===== src/rtl/raider_join.sv =====
// raider_join: merges two 128-bit AXI4 slave halves of a striped transfer into one 256-bit master.
// AW/AR/W go through one-deep joined register slices; B/R are forked back to both halves.
module raider_join #(
  parameter int ADDR_WIDTH   = 48,
  parameter int S_DATA_WIDTH = 128,
  parameter int M_DATA_WIDTH = 256
) (
  input  logic                        clk,
  input  logic                        rst,
  // slave 0 (low half)
  input  logic [ADDR_WIDTH-1:0]       s0_awaddr,
  input  logic [7:0]                  s0_awlen,
  input  logic [2:0]                  s0_awsize,
  input  logic [1:0]                  s0_awburst,
  input  logic                        s0_awvalid,
  output logic                        s0_awready,
  input  logic [S_DATA_WIDTH-1:0]     s0_wdata,
  input  logic [S_DATA_WIDTH/8-1:0]   s0_wstrb,
  input  logic                        s0_wlast,
  input  logic                        s0_wvalid,
  output logic                        s0_wready,
  output logic [1:0]                  s0_bresp,
  output logic                        s0_bvalid,
  input  logic                        s0_bready,
  input  logic [ADDR_WIDTH-1:0]       s0_araddr,
  input  logic [7:0]                  s0_arlen,
  input  logic [2:0]                  s0_arsize,
  input  logic [1:0]                  s0_arburst,
  input  logic                        s0_arvalid,
  output logic                        s0_arready,
  output logic [S_DATA_WIDTH-1:0]     s0_rdata,
  output logic [1:0]                  s0_rresp,
  output logic                        s0_rlast,
  output logic                        s0_rvalid,
  input  logic                        s0_rready,
  // slave 1 (high half)
  input  logic [ADDR_WIDTH-1:0]       s1_awaddr,
  input  logic [7:0]                  s1_awlen,
  input  logic [2:0]                  s1_awsize,
  input  logic [1:0]                  s1_awburst,
  input  logic                        s1_awvalid,
  output logic                        s1_awready,
  input  logic [S_DATA_WIDTH-1:0]     s1_wdata,
  input  logic [S_DATA_WIDTH/8-1:0]   s1_wstrb,
  input  logic                        s1_wlast,
  input  logic                        s1_wvalid,
  output logic                        s1_wready,
  output logic [1:0]                  s1_bresp,
  output logic                        s1_bvalid,
  input  logic                        s1_bready,
  input  logic [ADDR_WIDTH-1:0]       s1_araddr,
  input  logic [7:0]                  s1_arlen,
  input  logic [2:0]                  s1_arsize,
  input  logic [1:0]                  s1_arburst,
  input  logic                        s1_arvalid,
  output logic                        s1_arready,
  output logic [S_DATA_WIDTH-1:0]     s1_rdata,
  output logic [1:0]                  s1_rresp,
  output logic                        s1_rlast,
  output logic                        s1_rvalid,
  input  logic                        s1_rready,
  // master
  output logic [ADDR_WIDTH-1:0]       m_awaddr,
  output logic [7:0]                  m_awlen,
  output logic [2:0]                  m_awsize,
  output logic [1:0]                  m_awburst,
  output logic                        m_awvalid,
  input  logic                        m_awready,
  output logic [M_DATA_WIDTH-1:0]     m_wdata,
  output logic [M_DATA_WIDTH/8-1:0]   m_wstrb,
  output logic                        m_wlast,
  output logic                        m_wvalid,
  input  logic                        m_wready,
  input  logic [1:0]                  m_bresp,
  input  logic                        m_bvalid,
  output logic                        m_bready,
  output logic [ADDR_WIDTH-1:0]       m_araddr,
  output logic [7:0]                  m_arlen,
  output logic [2:0]                  m_arsize,
  output logic [1:0]                  m_arburst,
  output logic                        m_arvalid,
  input  logic                        m_arready,
  input  logic [M_DATA_WIDTH-1:0]     m_rdata,
  input  logic [1:0]                  m_rresp,
  input  logic                        m_rlast,
  input  logic                        m_rvalid,
  output logic                        m_rready,
  output logic [2:0]                  err
);

  if (M_DATA_WIDTH != 2 * S_DATA_WIDTH) begin : g_width_check
    $error("raider_join: M_DATA_WIDTH must equal 2*S_DATA_WIDTH");
  end

  // ---------------- AW join slice ----------------
  logic                  aw_valid_q;
  logic [ADDR_WIDTH-1:0] aw_addr_q;
  logic [7:0]            aw_len_q;
  logic [2:0]            aw_size_q;
  logic [1:0]            aw_burst_q;
  logic                  aw_fire, aw_mismatch;

  assign aw_fire     = s0_awvalid & s1_awvalid & (~aw_valid_q | m_awready);
  assign s0_awready  = aw_fire;
  assign s1_awready  = aw_fire;
  assign aw_mismatch = (s0_awaddr != s1_awaddr) | (s0_awlen != s1_awlen) |
                       (s0_awsize != s1_awsize) | (s0_awburst != s1_awburst);

  always_ff @(posedge clk or posedge rst) begin
    if (rst) begin
      aw_valid_q <= 1'b0;
      aw_addr_q  <= '0;
      aw_len_q   <= '0;
      aw_size_q  <= '0;
      aw_burst_q <= '0;
    end else if (aw_fire) begin
      aw_valid_q <= 1'b1;
      aw_addr_q  <= s0_awaddr;
      aw_len_q   <= s0_awlen;
      aw_size_q  <= s0_awsize;
      aw_burst_q <= s0_awburst;
    end else if (m_awready) begin
      aw_valid_q <= 1'b0;
    end
  end

  assign m_awvalid = aw_valid_q;
  assign m_awaddr  = aw_addr_q;
  assign m_awlen   = aw_len_q;
  assign m_awsize  = aw_size_q;
  assign m_awburst = aw_burst_q;

  // ---------------- AR join slice ----------------
  logic                  ar_valid_q;
  logic [ADDR_WIDTH-1:0] ar_addr_q;
  logic [7:0]            ar_len_q;
  logic [2:0]            ar_size_q;
  logic [1:0]            ar_burst_q;
  logic                  ar_fire, ar_mismatch;

  assign ar_fire     = s0_arvalid & s1_arvalid & (~ar_valid_q | m_arready);
  assign s0_arready  = ar_fire;
  assign s1_arready  = ar_fire;
  assign ar_mismatch = (s0_araddr != s1_araddr) | (s0_arlen != s1_arlen) |
                       (s0_arsize != s1_arsize) | (s0_arburst != s1_arburst);

  always_ff @(posedge clk or posedge rst) begin
    if (rst) begin
      ar_valid_q <= 1'b0;
      ar_addr_q  <= '0;
      ar_len_q   <= '0;
      ar_size_q  <= '0;
      ar_burst_q <= '0;
    end else if (ar_fire) begin
      ar_valid_q <= 1'b1;
      ar_addr_q  <= s0_araddr;
      ar_len_q   <= s0_arlen;
      ar_size_q  <= s0_arsize;
      ar_burst_q <= s0_arburst;
    end else if (m_arready) begin
      ar_valid_q <= 1'b0;
    end
  end

  assign m_arvalid = ar_valid_q;
  assign m_araddr  = ar_addr_q;
  assign m_arlen   = ar_len_q;
  assign m_arsize  = ar_size_q;
  assign m_arburst = ar_burst_q;

  // ---------------- W join slice ----------------
  logic                      w_valid_q;
  logic [M_DATA_WIDTH-1:0]   w_data_q;
  logic [M_DATA_WIDTH/8-1:0] w_strb_q;
  logic                      w_last_q;
  logic                      w_fire;

  assign w_fire    = s0_wvalid & s1_wvalid & (~w_valid_q | m_wready);
  assign s0_wready = w_fire;
  assign s1_wready = w_fire;

  always_ff @(posedge clk or posedge rst) begin
    if (rst) begin
      w_valid_q <= 1'b0;
      w_data_q  <= '0;
      w_strb_q  <= '0;
      w_last_q  <= 1'b0;
    end else if (w_fire) begin
      w_valid_q <= 1'b1;
      w_data_q  <= {s1_wdata, s0_wdata};
      w_strb_q  <= {s1_wstrb, s0_wstrb};
      w_last_q  <= s0_wlast;
    end else if (m_wready) begin
      w_valid_q <= 1'b0;
    end
  end

  assign m_wvalid = w_valid_q;
  assign m_wdata  = w_data_q;
  assign m_wstrb  = w_strb_q;
  assign m_wlast  = w_last_q;

  // ---------------- sticky mismatch flags ----------------
  logic [2:0] err_q, err_d;

  assign err_d = err_q | {w_fire & (s0_wlast != s1_wlast), ar_fire & ar_mismatch,
                          aw_fire & aw_mismatch};

  always_ff @(posedge clk or posedge rst) begin
    if (rst) err_q <= '0;
    else     err_q <= err_d;
  end

  assign err = err_q;

  // ---------------- B fork ----------------
  // done bit marks a branch that already took the current master beat
  logic [1:0] b_done_q, b_done_d;

  assign s0_bvalid = m_bvalid & ~b_done_q[0];
  assign s1_bvalid = m_bvalid & ~b_done_q[1];
  assign s0_bresp  = m_bresp;
  assign s1_bresp  = m_bresp;
  assign m_bready  = (s0_bready | b_done_q[0]) & (s1_bready | b_done_q[1]);
  assign b_done_d  = {2{m_bvalid & ~m_bready}} & (b_done_q | {s1_bready, s0_bready});

  always_ff @(posedge clk or posedge rst) begin
    if (rst) b_done_q <= '0;
    else     b_done_q <= b_done_d;
  end

  // ---------------- R fork ----------------
  logic [1:0] r_done_q, r_done_d;

  assign s0_rvalid = m_rvalid & ~r_done_q[0];
  assign s1_rvalid = m_rvalid & ~r_done_q[1];
  assign s0_rdata  = m_rdata[S_DATA_WIDTH-1:0];
  assign s1_rdata  = m_rdata[M_DATA_WIDTH-1:S_DATA_WIDTH];
  assign s0_rresp  = m_rresp;
  assign s1_rresp  = m_rresp;
  assign s0_rlast  = m_rlast;
  assign s1_rlast  = m_rlast;
  assign m_rready  = (s0_rready | r_done_q[0]) & (s1_rready | r_done_q[1]);
  assign r_done_d  = {2{m_rvalid & ~m_rready}} & (r_done_q | {s1_rready, s0_rready});

  always_ff @(posedge clk or posedge rst) begin
    if (rst) r_done_q <= '0;
    else     r_done_q <= r_done_d;
  end

endmodule


===== config.mk =====
export PLATFORM = sky130hd
export DESIGN_NAME = raider_join
export DESIGN_NICKNAME = d
export VERILOG_FILES = /design/src/rtl/raider_join.sv
export SDC_FILE = /design/constraint.sdc
export NUM_CORES = 1
export LEC_CHECK = 0
export BUFFER_PORTS_ARGS = -buffer_cell sky130_fd_sc_hd__buf_2
export CAP_MARGIN = 20
export CORE_AREA = 2 2 585 587
export CTS_CLUSTER_SIZE = 24
export DETAILED_ROUTE_END_ITERATION = 10
export DIE_AREA = 0 0 587 589
export GPL_TIMING_DRIVEN = 0
export SYNTH_ARGS = -nofsm -noshare
export SYNTH_HDL_FRONTEND = slang
export SYNTH_SLANG_ARGS = --single-unit
export TNS_END_PERCENT = 50

===== constraint.sdc =====
create_clock -name clk -period 22.1 [get_ports clk]
set_input_delay 1.105 -clock clk [delete_from_list [all_inputs] [get_ports clk]]
set_output_delay 1.105 -clock clk [all_outputs]
set_load 0.005 [all_outputs]

-- Word-level counts from Yosys, hierarchy flattened
Cells that the tools add are included.
- bitwise gates (word level): 44
- equality and inequality tests: 9
- mux-type cells: 6
- reduce and logical (&&, ||, !) cells: 3
- operator list (cell ; number):
    48-bit != test ; 2
    1-bit bitwise AND ; 17
    8-bit != test ; 2
    1-bit OR ; 13
    1-bit NOT ; 9
    1-bit two-way mux ; 6
    3-bit != test ; 2
    2-bit nonzero test ; 3
    2-bit bitwise AND ; 2
    2-bit != test ; 2
    2-bit OR ; 2
    3-bit OR ; 1
    1-bit != test ; 1
- register bits: 421
- word-level logic and storage cells: 79

-- Longest topological paths before layout
- depth after elaboration: 6
- depth in mapped cells: 5

-- Worst setup path before layout
OpenSTA, ideal clock, no wires.
- path type: input to output
- start point: input port s0_wvalid
- end point: output port s1_wready
- cell stages on the path: 5
- required time: 20.995 ns
- slack: 19.162 ns
- path buffers: 3
- arrival: 1.833 ns
- cells stage by stage: nand2_1 a21oi_4 buf_6 buf_12 buf_4
- word-level cells in the longest chain between the ends: 2
- ends and longest elaborated chain (item ; RTL line ; text):
    start, declared ; 20 ; input logic s0_wvalid,
    1-bit bitwise AND (2 in a row) ; 178 ; assign w_fire = s0_wvalid & s1_wvalid & (~w_valid_q | m_wready);
    end, declared ; 47 ; output logic s1_wready,
Every way passes these cells.

-- Worst setup path in the final report
- start point: input port s1_arvalid
- end point: output port s1_arready
- word-level cells in the longest chain between the ends: 2
- ends and longest elaborated chain (item ; RTL line ; text):
    start, declared ; 55 ; input logic s1_arvalid,
    1-bit bitwise AND (2 in a row) ; 141 ; assign ar_fire = s0_arvalid & s1_arvalid & (~ar_valid_q | m_arready);
    end, declared ; 56 ; output logic s1_arready,
Every way passes these cells.

==> results.md <==
- Worst rel slew slack: 0.423
- Pwr Total: 2.87 mW
- Post-synth EDFFs: 0
- Worst setup path category: in2out
- Hpwl dp: 228000 um
- Synth async-reset ratio: 1.00
- Status: completed
- CTS resizes: 0
- Fin area: 33900 sq um
- WP data required: 21.00 ns
- Total track usage: 0.137
- H-tree Lvls: 2
- Setup TNS: 0 ns
- Clock transition at path regs: 0.06 ns
- Peak supply drop: 0.0000649 V
- Routability cong.: 1.03
- Die area: 346000 sq um
- Syn nets: 2157
- RSZ-0062 raised after global routing: false
- Remaining Overflow, GRT: 0
- CP Launch Type: input port
- Final Skew: 0.0419 ns
- Arrival time at the worst endpoint: 2.64 ns
- Total Wirelength: 245000 um
- Hold Path Class: in2async
- Tightest Pin Transition: 0.859 ns
- Seq/Total Area, Yosys: 0.541
- Initial antenna violation count: 270
- Crit path from: s1_arvalid
- Count leader, synth: dfrtp_1
- Final count of hold timing violations: 0
- Period utilisation layout: 0.169
- Synth cell count leaders: dfrtp_1, mux2_2, buf_4
- Worst r2r dst: m_awaddr[18]
- Die Ht: 589 um
- Max-cap violations: 0
- Register area: 10500 sq um
- Ys Warns: 0
- PwrDens: 84.6 nW/um^2
- Crit path time final: 3.74 ns
- # DRC: 0
- Ports: 1507
- Setup violators final: 0
- Max Slew Vio Count: 0
- Pin count of the biggest net entering global routing: 111
- Worst setup margin: 18.36 ns
- Pre-CTS WS: 18.22 ns
- Floorplan core area: 339000 sq um
- Total clock sinks: 421
- Mapped Area: 19500 sq um
- Die X: 587 um
- R2r setup slk: 20.14 ns
- Synth unique cells: 19
- Mapped Cells: 1345
- Primary FF master, synth: dfrtp_1
- Top cell type's share of synthesized area: 0.541
- Mean post-synth cell area: 14.5 sq um
- Leak pwr: 14.5 nW
- DP Cell Count: 7130
- WL per Instance: 33.3 um
- TritonCTS buffer count: 57
- Number of I/O port buffers: 1245
- Starting DRT DRC Count: 835
- Starting Density: 0.0574
- TritonCTS clock tree: yes
- CTS Buffer Depth: 3
- Crit path max fanout: 11
- Layout area overhead: 74.2%
- Synth area leaders: dfrtp_1, mux2_2, buf_4
- ANT nets after route: 0
- Reg2reg path depth: 3
- Share of cells above drive strength 1: 0.766
- Final Instance Count excl. Fillers: 7338
- CTS Root Cell: clkbuf_16
- Area of the multi-input gates: 6150 sq um
- First-pass GRT wire length: 286000 um
- Hold Slack: 0.418 ns
- Num rows: 214
- Synth area leader: dfrtp_1
- Post-CTS setup repair buffer count: 0
- Endpoint class of the critical path: primary output
- Placed instance area: 31500 sq um
- Seq cells post-synth: 421
- Filler cells: 39282
- Clk_lat worst skew: 0.73 ns
- Vias per Instance: 2.39
- Cts-stage hold buffer count: 0
- Final Util: 0.100
- Fmax: 267 MHz
- Vias in the first global route: 17901
- Reg2Reg Launch Point: m_awvalid
- Via count: 17528
- TritonRoute pass-1 iters: 5
- Post-layout nets: 3465
-- critical path: stages --
cell and delay, ns:
buf_2 0.09, nand2_1 0.23, a21oi_4 0.53, buf_6 0.28
buf_4 0.13, buf_2 0.24
-- where the power goes --
part           leakage (nW)  switching [mW]  internal [mW]
clock network          1.04           0.435          0.660
registers              4.95          0.0871          0.912
logic                  8.55           0.457          0.319
total                  14.5           0.979           1.89
-- worst max path at each step --
| stage | cells past startpoint | end |
|---|---|---|
| finish | 6 | s1_arready |
| global route | 6 | s1_arready |
| CTS | 6 | s1_arready |
| detailed placement | 6 | s1_arready |
| global placement | 2 | m_wdata[116] |
| floorplan | 1 | b_done_q[0] |
-- layer usage --
layer	track usage	vias up	wire, um
li1	-	7135	-
met1	0.150	8484	90300
met2	0.220	1262	110000
met3	0.0814	473	33500
met4	0.0428	174	9840
met5	0	-	1100
-- cell families (layout without fill, tap and decap cells) --
group / after synthesis / in the layout / share of synthesized area
DFF: 421 / 421 / 0.541
buffers and inverters: 320 / 1675 / 0.144
other: 0 / 102 / 0
AOI/OAI and AO/OA: 11 / 11 / 0.00501
xor gates and xnor gates: 123 / 123 / 0.0554
muxes: 411 / 411 / 0.238
and+or+nand+nor: 59 / 59 / 0.0169
-- area by class of cell --
| class | instances | share of cell area |
|---|---|---|
| plain buffers | 313 | 0.0817 |
| repair buffers | 1249 | 0.187 |
| inverters | 7 | 0.000996 |
| clock buffers | 70 | 0.0453 |
| clock inverters | 36 | 0.0181 |
| well taps | 4536 | 0.167 |
| flip-flops and latches | 421 | 0.311 |
| diodes | 102 | 0.00753 |
| multi-input cells | 604 | 0.181 |
-- cells in the final DEF (no fill, tap or decap), types with 2 or more instances in the layout --
cell type | synthesis | routed
buf_16 | 0 | 4
nor4_1 | 8 | 7
clkbuf_1 | 0 | 7
nor2_1 | 10 | 10
nand2_1 | 5 | 5
diode_2 | 0 | 102
buf_6 | 15 | 15
o21ai_0 | 5 | 5
inv_8 | 0 | 2
dfrtp_1 | 421 | 421
a21o_1 | 2 | 2
buf_12 | 29 | 29
nand4_1 | 30 | 30
a21oi_4 | 3 | 3
inv_1 | 7 | 6
clkbuf_16 | 0 | 57
nand3_1 | 2 | 2
bufinv_16 | 0 | 14
clkbuf_8 | 0 | 6
nor2b_1 | 4 | 4
clkinv_2 | 0 | 7
buf_2 | 0 | 1245
clkinvlp_4 | 0 | 4
xnor2_1 | 122 | 121
clkinv_4 | 0 | 3
buf_4 | 269 | 269
mux2_2 | 400 | 400
inv_6 | 0 | 5
mux2_1 | 11 | 11
-- sequential cells by signal, indices dropped and copies added, names as in the netlist, 2 cells and up --
name and cells:
m_arlen 8, b_done_q 2, m_araddr 48, err 3
r_done_q 2, m_awsize 3, m_arburst 2, m_wdata 256
m_awburst 2, m_arsize 3, m_awaddr 48, m_wstrb 32
m_awlen 8
Note: power is estimated with default switching activity, not from simulation.
